`src/rtl/ace_ccu_snoop_fanout.sv`:
```
// rtl/ace_ccu_snoop_fanout.sv - ACE snoop broadcaster with CR merge and single-source CD forwarding
//
// Purpose: accepts one AC snoop plus a target mask, broadcasts it to the selected
// cache snoop ports, merges their CR responses into one CR, then forwards a single
// CD line from the lowest-index data-transferring cache and drains all other CD.
//
// Ports:
//   clk_i, rst_i                         clock, synchronous active-high reset
//   inp_ac_*  / inp_sel_i                upstream AC request and target mask
//   inp_cr_*                             merged CR response to upstream
//   inp_cd_*                             forwarded CD line to upstream
//   oup_ac_*                             per-port AC valid/ready, shared AC payload
//   oup_cr_*                             per-port CR handshake and response (5 bits per port)
//   oup_cd_*                             per-port CD handshake, data and last
module ace_ccu_snoop_fanout #(
    parameter int NoPorts         = 4,
    parameter int AddrWidth       = 64,
    parameter int DataWidth       = 64,
    parameter int DcacheLineWidth = 128
) (
    input  logic                           clk_i,
    input  logic                           rst_i,
    input  logic                           inp_ac_valid_i,
    output logic                           inp_ac_ready_o,
    input  logic [AddrWidth-1:0]           inp_ac_addr_i,
    input  logic [3:0]                     inp_ac_snoop_i,
    input  logic [2:0]                     inp_ac_prot_i,
    input  logic [NoPorts-1:0]             inp_sel_i,
    output logic                           inp_cr_valid_o,
    input  logic                           inp_cr_ready_i,
    output logic [4:0]                     inp_cr_resp_o,
    output logic                           inp_cd_valid_o,
    input  logic                           inp_cd_ready_i,
    output logic [DataWidth-1:0]           inp_cd_data_o,
    output logic                           inp_cd_last_o,
    output logic [NoPorts-1:0]             oup_ac_valid_o,
    input  logic [NoPorts-1:0]             oup_ac_ready_i,
    output logic [AddrWidth-1:0]           oup_ac_addr_o,
    output logic [3:0]                     oup_ac_snoop_o,
    output logic [2:0]                     oup_ac_prot_o,
    input  logic [NoPorts-1:0]             oup_cr_valid_i,
    output logic [NoPorts-1:0]             oup_cr_ready_o,
    input  logic [5*NoPorts-1:0]           oup_cr_resp_i,
    input  logic [NoPorts-1:0]             oup_cd_valid_i,
    output logic [NoPorts-1:0]             oup_cd_ready_o,
    input  logic [DataWidth*NoPorts-1:0]   oup_cd_data_i,
    input  logic [NoPorts-1:0]             oup_cd_last_i
);

    localparam int CdBeats = DcacheLineWidth / DataWidth;
    localparam int CntW    = (CdBeats > 1) ? $clog2(CdBeats) : 1;
    localparam int SrcW    = (NoPorts > 1) ? $clog2(NoPorts) : 1;
    localparam logic [CntW-1:0] LastBeat = CntW'(CdBeats - 1);

    typedef enum logic [1:0] {IDLE, SNOOP, RESP, DATA} state_t;

    state_t             state;
    logic [NoPorts-1:0] sel_q;
    logic [NoPorts-1:0] ac_pend;
    logic [NoPorts-1:0] cr_pend;
    logic [NoPorts-1:0] cd_pend;
    logic [NoPorts-1:0] pd_mask;    // PassDirty reported per port, resolved once src is known
    logic [4:0]         resp;
    logic [SrcW-1:0]    src;
    logic [CntW-1:0]    beat_cnt [NoPorts];

    logic [NoPorts-1:0] ac_hs, cr_hs, cd_hs, cr_dt, cr_pd, cd_done;
    logic [NoPorts-1:0] cd_pend_nxt, pd_mask_nxt;
    logic [4:0]         cr_or;
    logic [SrcW-1:0]    src_nxt;

    assign inp_ac_ready_o = (state == IDLE) && !rst_i;
    assign inp_cr_valid_o = (state == RESP);
    assign inp_cr_resp_o  = resp;

    always_comb begin
        oup_ac_valid_o = (state == SNOOP) ? ac_pend : '0;
        // A port's CR is only taken once its AC has been handed over.
        oup_cr_ready_o = (state == SNOOP) ? (cr_pend & ~ac_pend) : '0;
        oup_cd_ready_o = '0;
        inp_cd_valid_o = 1'b0;
        inp_cd_data_o  = '0;
        inp_cd_last_o  = 1'b0;
        if (state == DATA) begin
            for (int i = 0; i < NoPorts; i++) begin
                if (cd_pend[i]) begin
                    oup_cd_ready_o[i] = (SrcW'(i) == src) ? inp_cd_ready_i : 1'b1;
                end
            end
            if (cd_pend[src]) begin
                inp_cd_valid_o = oup_cd_valid_i[src];
                inp_cd_data_o  = oup_cd_data_i[src*DataWidth +: DataWidth];
                inp_cd_last_o  = (beat_cnt[src] == LastBeat);
            end
        end

        ac_hs   = oup_ac_valid_o & oup_ac_ready_i;
        cr_hs   = oup_cr_ready_o & oup_cr_valid_i;
        cd_hs   = oup_cd_ready_o & oup_cd_valid_i;
        cr_or   = '0;
        cr_dt   = '0;
        cr_pd   = '0;
        cd_done = '0;
        for (int i = 0; i < NoPorts; i++) begin
            if (cr_hs[i]) begin
                cr_or    = cr_or | oup_cr_resp_i[5*i +: 5];
                cr_dt[i] = oup_cr_resp_i[5*i];
                cr_pd[i] = oup_cr_resp_i[5*i + 2];
            end
            if (cd_hs[i] && (beat_cnt[i] == LastBeat)) begin
                cd_done[i] = 1'b1;
            end
        end
        cd_pend_nxt = cd_pend | cr_dt;
        pd_mask_nxt = pd_mask | cr_pd;
        // Data source is the lowest-index port that reported DataTransfer.
        src_nxt = '0;
        for (int i = NoPorts - 1; i >= 0; i--) begin
            if (cd_pend_nxt[i]) begin
                src_nxt = SrcW'(i);
            end
        end
    end

    always_ff @(posedge clk_i) begin
        if (rst_i) begin
            state          <= IDLE;
            sel_q          <= '0;
            ac_pend        <= '0;
            cr_pend        <= '0;
            cd_pend        <= '0;
            pd_mask        <= '0;
            resp           <= '0;
            src            <= '0;
            oup_ac_addr_o  <= '0;
            oup_ac_snoop_o <= '0;
            oup_ac_prot_o  <= '0;
            for (int i = 0; i < NoPorts; i++) begin
                beat_cnt[i] <= '0;
            end
        end else begin
            case (state)
                IDLE: begin
                    if (inp_ac_valid_i) begin
                        oup_ac_addr_o  <= inp_ac_addr_i;
                        oup_ac_snoop_o <= inp_ac_snoop_i;
                        oup_ac_prot_o  <= inp_ac_prot_i;
                        sel_q          <= inp_sel_i;
                        ac_pend        <= inp_sel_i;
                        cr_pend        <= inp_sel_i;
                        cd_pend        <= '0;
                        pd_mask        <= '0;
                        resp           <= '0;
                        state          <= (inp_sel_i != '0) ? SNOOP : RESP;
                    end
                end
                SNOOP: begin
                    ac_pend <= ac_pend & ~ac_hs;
                    cr_pend <= cr_pend & ~cr_hs;
                    cd_pend <= cd_pend_nxt;
                    pd_mask <= pd_mask_nxt;
                    resp    <= resp | {cr_or[4:3], 1'b0, cr_or[1:0]};
                    if (((ac_pend & ~ac_hs) == '0) && ((cr_pend & ~cr_hs) == '0)) begin
                        state   <= RESP;
                        src     <= src_nxt;
                        resp[2] <= pd_mask_nxt[src_nxt];
                    end
                end
                RESP: begin
                    if (inp_cr_ready_i) begin
                        state <= resp[0] ? DATA : IDLE;
                    end
                end
                DATA: begin
                    for (int i = 0; i < NoPorts; i++) begin
                        if (cd_hs[i]) begin
                            beat_cnt[i] <= cd_done[i] ? '0 : beat_cnt[i] + CntW'(1);
                        end
                    end
                    cd_pend <= cd_pend & ~cd_done;
                    if ((cd_pend & ~cd_done) == '0) begin
                        state <= IDLE;
                    end
                end
                default: state <= IDLE;
            endcase
        end
    end

    always @(posedge clk_i) begin
        if (!rst_i) begin
            for (int i = 0; i < NoPorts; i++) begin
                if (cd_hs[i]) begin
                    assert (oup_cd_last_i[i] == (beat_cnt[i] == LastBeat))
                        else $error("cd last misaligned on port %0d", i);
                end
            end
            if (state != IDLE) begin
                assert ((oup_cr_valid_i & ~sel_q) == '0)
                    else $error("cr valid on unselected port");
            end
        end
    end

endmodule

```
`config.mk`:
```
export PLATFORM = sky130hd
export DESIGN_NAME = ace_ccu_snoop_fanout
export DESIGN_NICKNAME = d
export VERILOG_FILES = /design/src/rtl/ace_ccu_snoop_fanout.sv
export SDC_FILE = /design/constraint.sdc
export NUM_CORES = 1
export LEC_CHECK = 0
export BUFFER_PORTS_ARGS = -buffer_cell sky130_fd_sc_hd__buf_2
export CAP_MARGIN = 0
export CORE_AREA = 4 4 205 207
export CTS_CLUSTER_SIZE = 24
export DETAILED_ROUTE_END_ITERATION = 7
export DIE_AREA = 0 0 209 211
export PLACE_DENSITY = 0.43
export SYNTH_ARGS = -nofsm -noshare
export SYNTH_HDL_FRONTEND = slang
export SYNTH_SLANG_ARGS = --single-unit
export TNS_END_PERCENT = 1
```
`constraint.sdc`:
```
create_clock -name clk_i -period 1.6 [get_ports clk_i]
set_input_delay 0.24 -clock clk_i [delete_from_list [all_inputs] [get_ports clk_i]]
set_output_delay 0.24 -clock clk_i [all_outputs]
set_load 0.005 [all_outputs]
```
# Word-level counts from Yosys, hierarchy flattened
# Memories as Yosys holds them, arrays and structs flattened. A register that Yosys moved wholly into a read port is not among the register bits.
# Index checks and enable logic that the tools add are counted.
totals:
  reg_bits: 96
  latchBits: 0
  ramBits: 4
  romBits: 0
  output_inout_bits: 156
  elab_cells: 156
  memories: 1
mem_list:
  columns: ["name", "words", "word_bits", "rd", "rd_ports_with_merged_regs", "write_ports", "line", "source"]
  rows:
  - ["beat_cnt", 4, 1, 5, 1, 4, "65", "logic [CntW-1:0] beat_cnt [NoPorts];"]
classes:
  add_sub_neg: 4
  mul: 0
  n_div: 0
  order_cmp: 2
  eq_ne: 10
  shift: 1
  muxes: 87
  bitwise_logic: 21
  reduce_logical: 20
ops:
  columns: ["operator", "count"]
  rows:
  - ["indexed part select 256 x 9 -> 64 bit", 1]
  - ["two-way mux 64 bit", 2]
  - ["two-way mux 1 bit", 54]
  - ["bitwise AND 4 bit", 7]
  - ["two-way mux 5 bit", 5]
  - ["two-way mux 2 bit", 12]
  - ["case mux 4 bit (2 select lines)", 3]
  - ["two-way mux 4 bit", 5]
  - ["bitwise OR 5 bit", 4]
  - ["inverter 4 bit", 4]
  - ["logical NOT 4 bit", 3]
  - ["case mux 4 bit (3 select lines)", 1]
  - ["case mux 5 bit (2 select lines)", 1]
  - ["bitwise OR 4 bit", 2]
  - ["case mux 2 bit (4 select lines)", 1]
  - ["AND reduction 2 bit", 4]
  - ["binary-select mux 1 bit (select 2 bit)", 3]
  - ["logical AND 1 bit", 6]
  - ["less-than comparator 2 x 3 -> 1 bit, second input constant", 2]
  - ["!= test 2 x 1 -> 1 bit, second input constant", 3]
  - ["adder 1 bit, second input constant", 4]
  - ["equality test 2 bit, first input constant", 2]
  - ["equality test 2 bit, second input constant", 2]
  - ["logical NOT 2 bit", 2]
  - ["other kinds (9)", 12]

# Logic depth before layout (Yosys ltp)
depth:
  depth_word: 14
  mapped_depth: 7
  depth_no_buf: 5

# Worst setup path before layout
# OpenSTA, ideal clock, no wires.
synth_timing:
  path_type: "register to output"
  from: "reg src[1]"
  to: "out inp_cd_data_o[34]"
  t_arrival_ns: 1.498
  required_ns: 1.360
  path_slack_ns: -0.138
  path_stages_with_launch: 6
  path_cell_list: "dfxtp_1 -> buf_4 -> buf_4 -> clkbuf_1 -> mux4_2 -> and3_1"
synth_via:
  elab_chain_cells: 4
synth_lines:
  columns: ["item", "line", "source"]
  rows:
  - ["from (decl)", "64", "logic [SrcW-1:0] src;"]
  - ["from (signal assigned)", "165", "src <= src_nxt;"]
  - ["parallel branches: the longest is 2 deep, another holds indexed part select 256 x 9 -> 64 bit", null, null]
  - ["two-way mux 64 bit (*)", "90", "if (cd_pend[src]) begin"]
  - ["two-way mux 64 bit (*)", "84", "if (state == DATA) begin"]
  - ["to (decl)", "34", "output logic [DataWidth-1:0] inp_cd_data_o,"]
# Every way passes the cells marked *. The select of a mux whose other input is x is not followed.

# Worst setup path in the final report
layout_timing:
  from: "reg src[0]"
  to: "out inp_cd_data_o[3]"
# Same word-level chain as after synthesis.

==> Implementation_results.wiki <==
{| class="wikitable"
! Metric !! Value
|-
| Via count of the first global-routing pass || 8,164
|-
| Number of antenna violations at the first check in global routing || 27
|-
| Critical Path Source Type || register
|-
| CTS tree || built
|-
| Core footprint || 0.04037 mm2
|-
| Post-Synthesis Mean Instance Area || 9.093 um2
|-
| Highest ir drop seen on vdd || 0.5408 mV
|-
| Number of synthesized flops with an enable pin || 4
|-
| Run status || finished, violations left
|-
| Leading cell type in the layout, fill and taps excluded || buf_2
|-
| Final routed wire length divided by cell count || slightly above 20 um
|-
| Mapped Nets || 1,060
|-
| Storage element area || about 0.0021 mm2
|-
| Overall routed net length || 37.52 mm
|-
| Die area || 0.04410 mm2
|-
| Starting density of the core || between 15 and 20%
|-
| Via total after detailed routing || 7,988
|-
| Width of the chip || 209 um
|-
| Synth cell types || about 50
|-
| Final setup vio count || 78
|-
| Area growth syn-to-layout || 81.56%
|-
| Total CTS buffers || 9
|-
| Post-detail-place hpwl || 31.66 mm
|-
| Tightest Pin Transition || 0.4435 ns
|-
| Static Leakage || 5.260 nW
|-
| Layout Cells excl Fill || about 1,800
|-
| Post-synthesis sequential area ratio || roughly 33%
|-
| Failing checks || setup timing
|-
| Post-synth design cell area || approximately 0.0063 mm2
|-
| Total of warnings raised by yosys || 0
|-
| Number of nets in the layout || 1,640
|-
| Arrival time of data at the critical path endpoint || ~1.9 ns
|-
| Placement-stage cell area || approximately 0.010 mm2
|-
| Post-route core utilization || between 20 and 30%
|-
| Reg-to-Reg End || state[1]$_SDFFE_PP0P_
|-
| Worst R2R Start || src[0]$_SDFFE_PP0P_
|-
| Final hold vios || 0
|-
| Kind of capture point of the worst setup path || output pin
|-
| Async set-reset flop share out of synthesis || 0%
|-
| Hold endpoint || oup_ac_addr_o[56]$_SDFFE_PP0P_
|-
| Setup slack on the worst flop-to-flop path || -0.25 ns
|-
| Number of instances in the synthesized netlist || around 700
|-
| Global route total overflow || 0
|-
| Final GP Congestion || 0.9677
|-
| Setup TNS || -33.05 ns
|-
| Class of the most critical hold timing path || in -> reg
|-
| Number of I/O pins || 528
|-
| Largest driver fanout on the critical path || 8
|-
| Htree depth || 3
|-
| Clk sink count || a little over 100
|-
| Cells on Worst Hold Path || 3
|-
| Setup repair after global routing missed its margin || yes
|-
| Hold Slack || approximately 0.11 ns
|-
| Most frequent cells in the layout || 489 x buf_2, 161 x nand2_1, 93 x a21oi_1
|-
| # fillers || 4,495
|-
| Bufs on Longest Clock Path || 2
|-
| Number of max-cap violations || 0
|-
| Count of cells along the worst register-to-register path || 8
|-
| Final period demand of the worst path || around 2.1 ns
|-
| Required time at the worst-slack endpoint || 1.36 ns
|-
| Critical Setup Path Class || reg -> out
|-
| Synthesized flop and latch total || 102
|-
| Residual DRC count || 0
|-
| First-pass iteration count of the detailed router || 5
|-
| Timing-limited maximum frequency || 474.3 MHz
|-
| Power density normalized to cell area || 885.5 mW/mm2
|-
| Vias per Instance || 4.382
|-
| Total of buffers placed on input and output ports || 523
|-
| Buffer type at the clock tree root || clkbuf_16
|-
| Hold Path Origin || inp_ac_addr_i[56]
|-
| Final antenna-violating net count || 0
|-
| Chip Height || 211 um
|-
| Instance count after placement with tap cells included || around 1,800
|-
| Clock latency reported for the late side of the worst-skew pair || 0.35 ns
|-
| Slew headroom || 70.05%
|-
| Final std cell area, no fill || 0.01136 mm2
|-
| CTS clk-pin slew, worst paths || 0.08 ns
|-
| Period Utilization, post-route || 131.8%
|-
| Total Routing Usage GR || 15.77%
|-
| Area of the multi-input gates || 0.004208 mm2
|-
| Fraction of final layout cells with drive strength greater than 1 || 61.98%
|-
| First-pass GRT wire length || 52.18 mm
|-
| Clock skew || 0.008016 ns
|-
| Final max-slew violation count || 0
|-
| Largest net degree at the start of global routing || 54
|-
| Setup ws final || -0.5086 ns
|-
| Most common flop cell mapped by yosys || dfxtp_1
|-
| Placement Rows || 74
|-
| Detailed Route Iter0 Violations || slightly below 400
|}
stage by stage:
stage	setup slack (ns)	total power, mW
2_1_floorplan	-0.03333	5.210
3_3_place_gp	-0.2515	7.542
3_5_place_dp	-0.2630	7.559
4_1_cts	-0.5543	10.07
5_1_grt	-0.5821	10.79
6_report	-0.5086	10.06
per-layer routing:
layer	wire [um]	GRT usage, %	share of wire, %
met1	13510	16.90	36
met2	19560	28.32	52
met4	1532	8.123	4.1
met3	2889	4.545	7.7
met5	41	0	0.11
where the power goes:
part / switching (mW) / internal [mW]
clock network: 1.05 / 1.22
registers: 0.294 / 3.01
logic: 2.26 / 2.22
total: 3.61 / 6.45
worst max-delay path by stage:
stage                              startpoint                 to  slack [ns]  cells past startpoint
final                     src[0]$_SDFFE_PP0P_   inp_cd_data_o[3]       -0.51                      5
after global routing      src[0]$_SDFFE_PP0P_   inp_cd_data_o[7]       -0.58                      5
after CTS                 src[0]$_SDFFE_PP0P_  inp_cd_data_o[44]       -0.55                      5
after detailed placement  src[0]$_SDFFE_PP0P_  inp_cd_data_o[30]       -0.26                      4
after global placement    src[0]$_SDFFE_PP0P_  inp_cd_data_o[46]       -0.25                      4
after floorplan           src[0]$_SDFFE_PP0P_  inp_cd_data_o[10]       -0.03                      4
flip-flops by register name, summed over array words and instances, names as in the netlist, named ones only:
name,flops
ac_pend,4
cd_pend,4
oup_ac_snoop_o,4
state,2
cr_pend,4
oup_ac_prot_o,3
pd_mask,4
src,2
inp_cr_resp_o,5
oup_ac_addr_o,64
beat_cnt,4
critical path: stages (launching register included):
cell       delay (ns)
dfxtp_4          0.40
buf_12           0.16
clkbuf_16        0.16
mux4_2           0.48
and3_4           0.19
buf_6            0.11
what timing repair did:
item	CTS	global route
hold buffers	0	0
buffers inserted	3	3
resized for setup	60	74
setup endpoints to repair	176	161
pin swaps	29	16
cloned	0	4
logic make-up after synthesis:
| kind of cell | synth area share (%) |
|---|---|
| multiplexers | 24.26 |
| flip-flops | 33.28 |
| AO/OA/AOI/OAI | 13.30 |
| AND/OR/NAND/NOR | 24.34 |
| buffers and inverters | 4.820 |
layout make-up:
| class | instances | area share [%] |
|---|---|---|
| Tap cell | 532 | 5.860 |
| Clock buffer | 11 | 2.049 |
| Clock inverter | 5 | 0.5067 |
| Inverter | 5 | 0.1652 |
| Multi-Input combinational cell | 517 | 37.05 |
| Timing Repair Buffer | 633 | 35.48 |
| Antenna cell | 18 | 0.3966 |
| Sequential cell | 102 | 18.50 |
Yosys cell counts (6+ instances only):
cell type	n	area [um2]
and3_1	72	450.4
a22oi_1	6	45.04
nor2_1	20	75.07
buf_2	13	65.06
dfxtp_1	98	1962
o21ai_0	10	50.05
a31oi_1	6	37.54
nor3_1	10	50.05
a21oi_1	95	475.5
mux4_2	66	1486
and2_1	7	43.79
clkbuf_1	42	157.7
nand2_1	166	623.1
(Power assumes the default switching activity.)
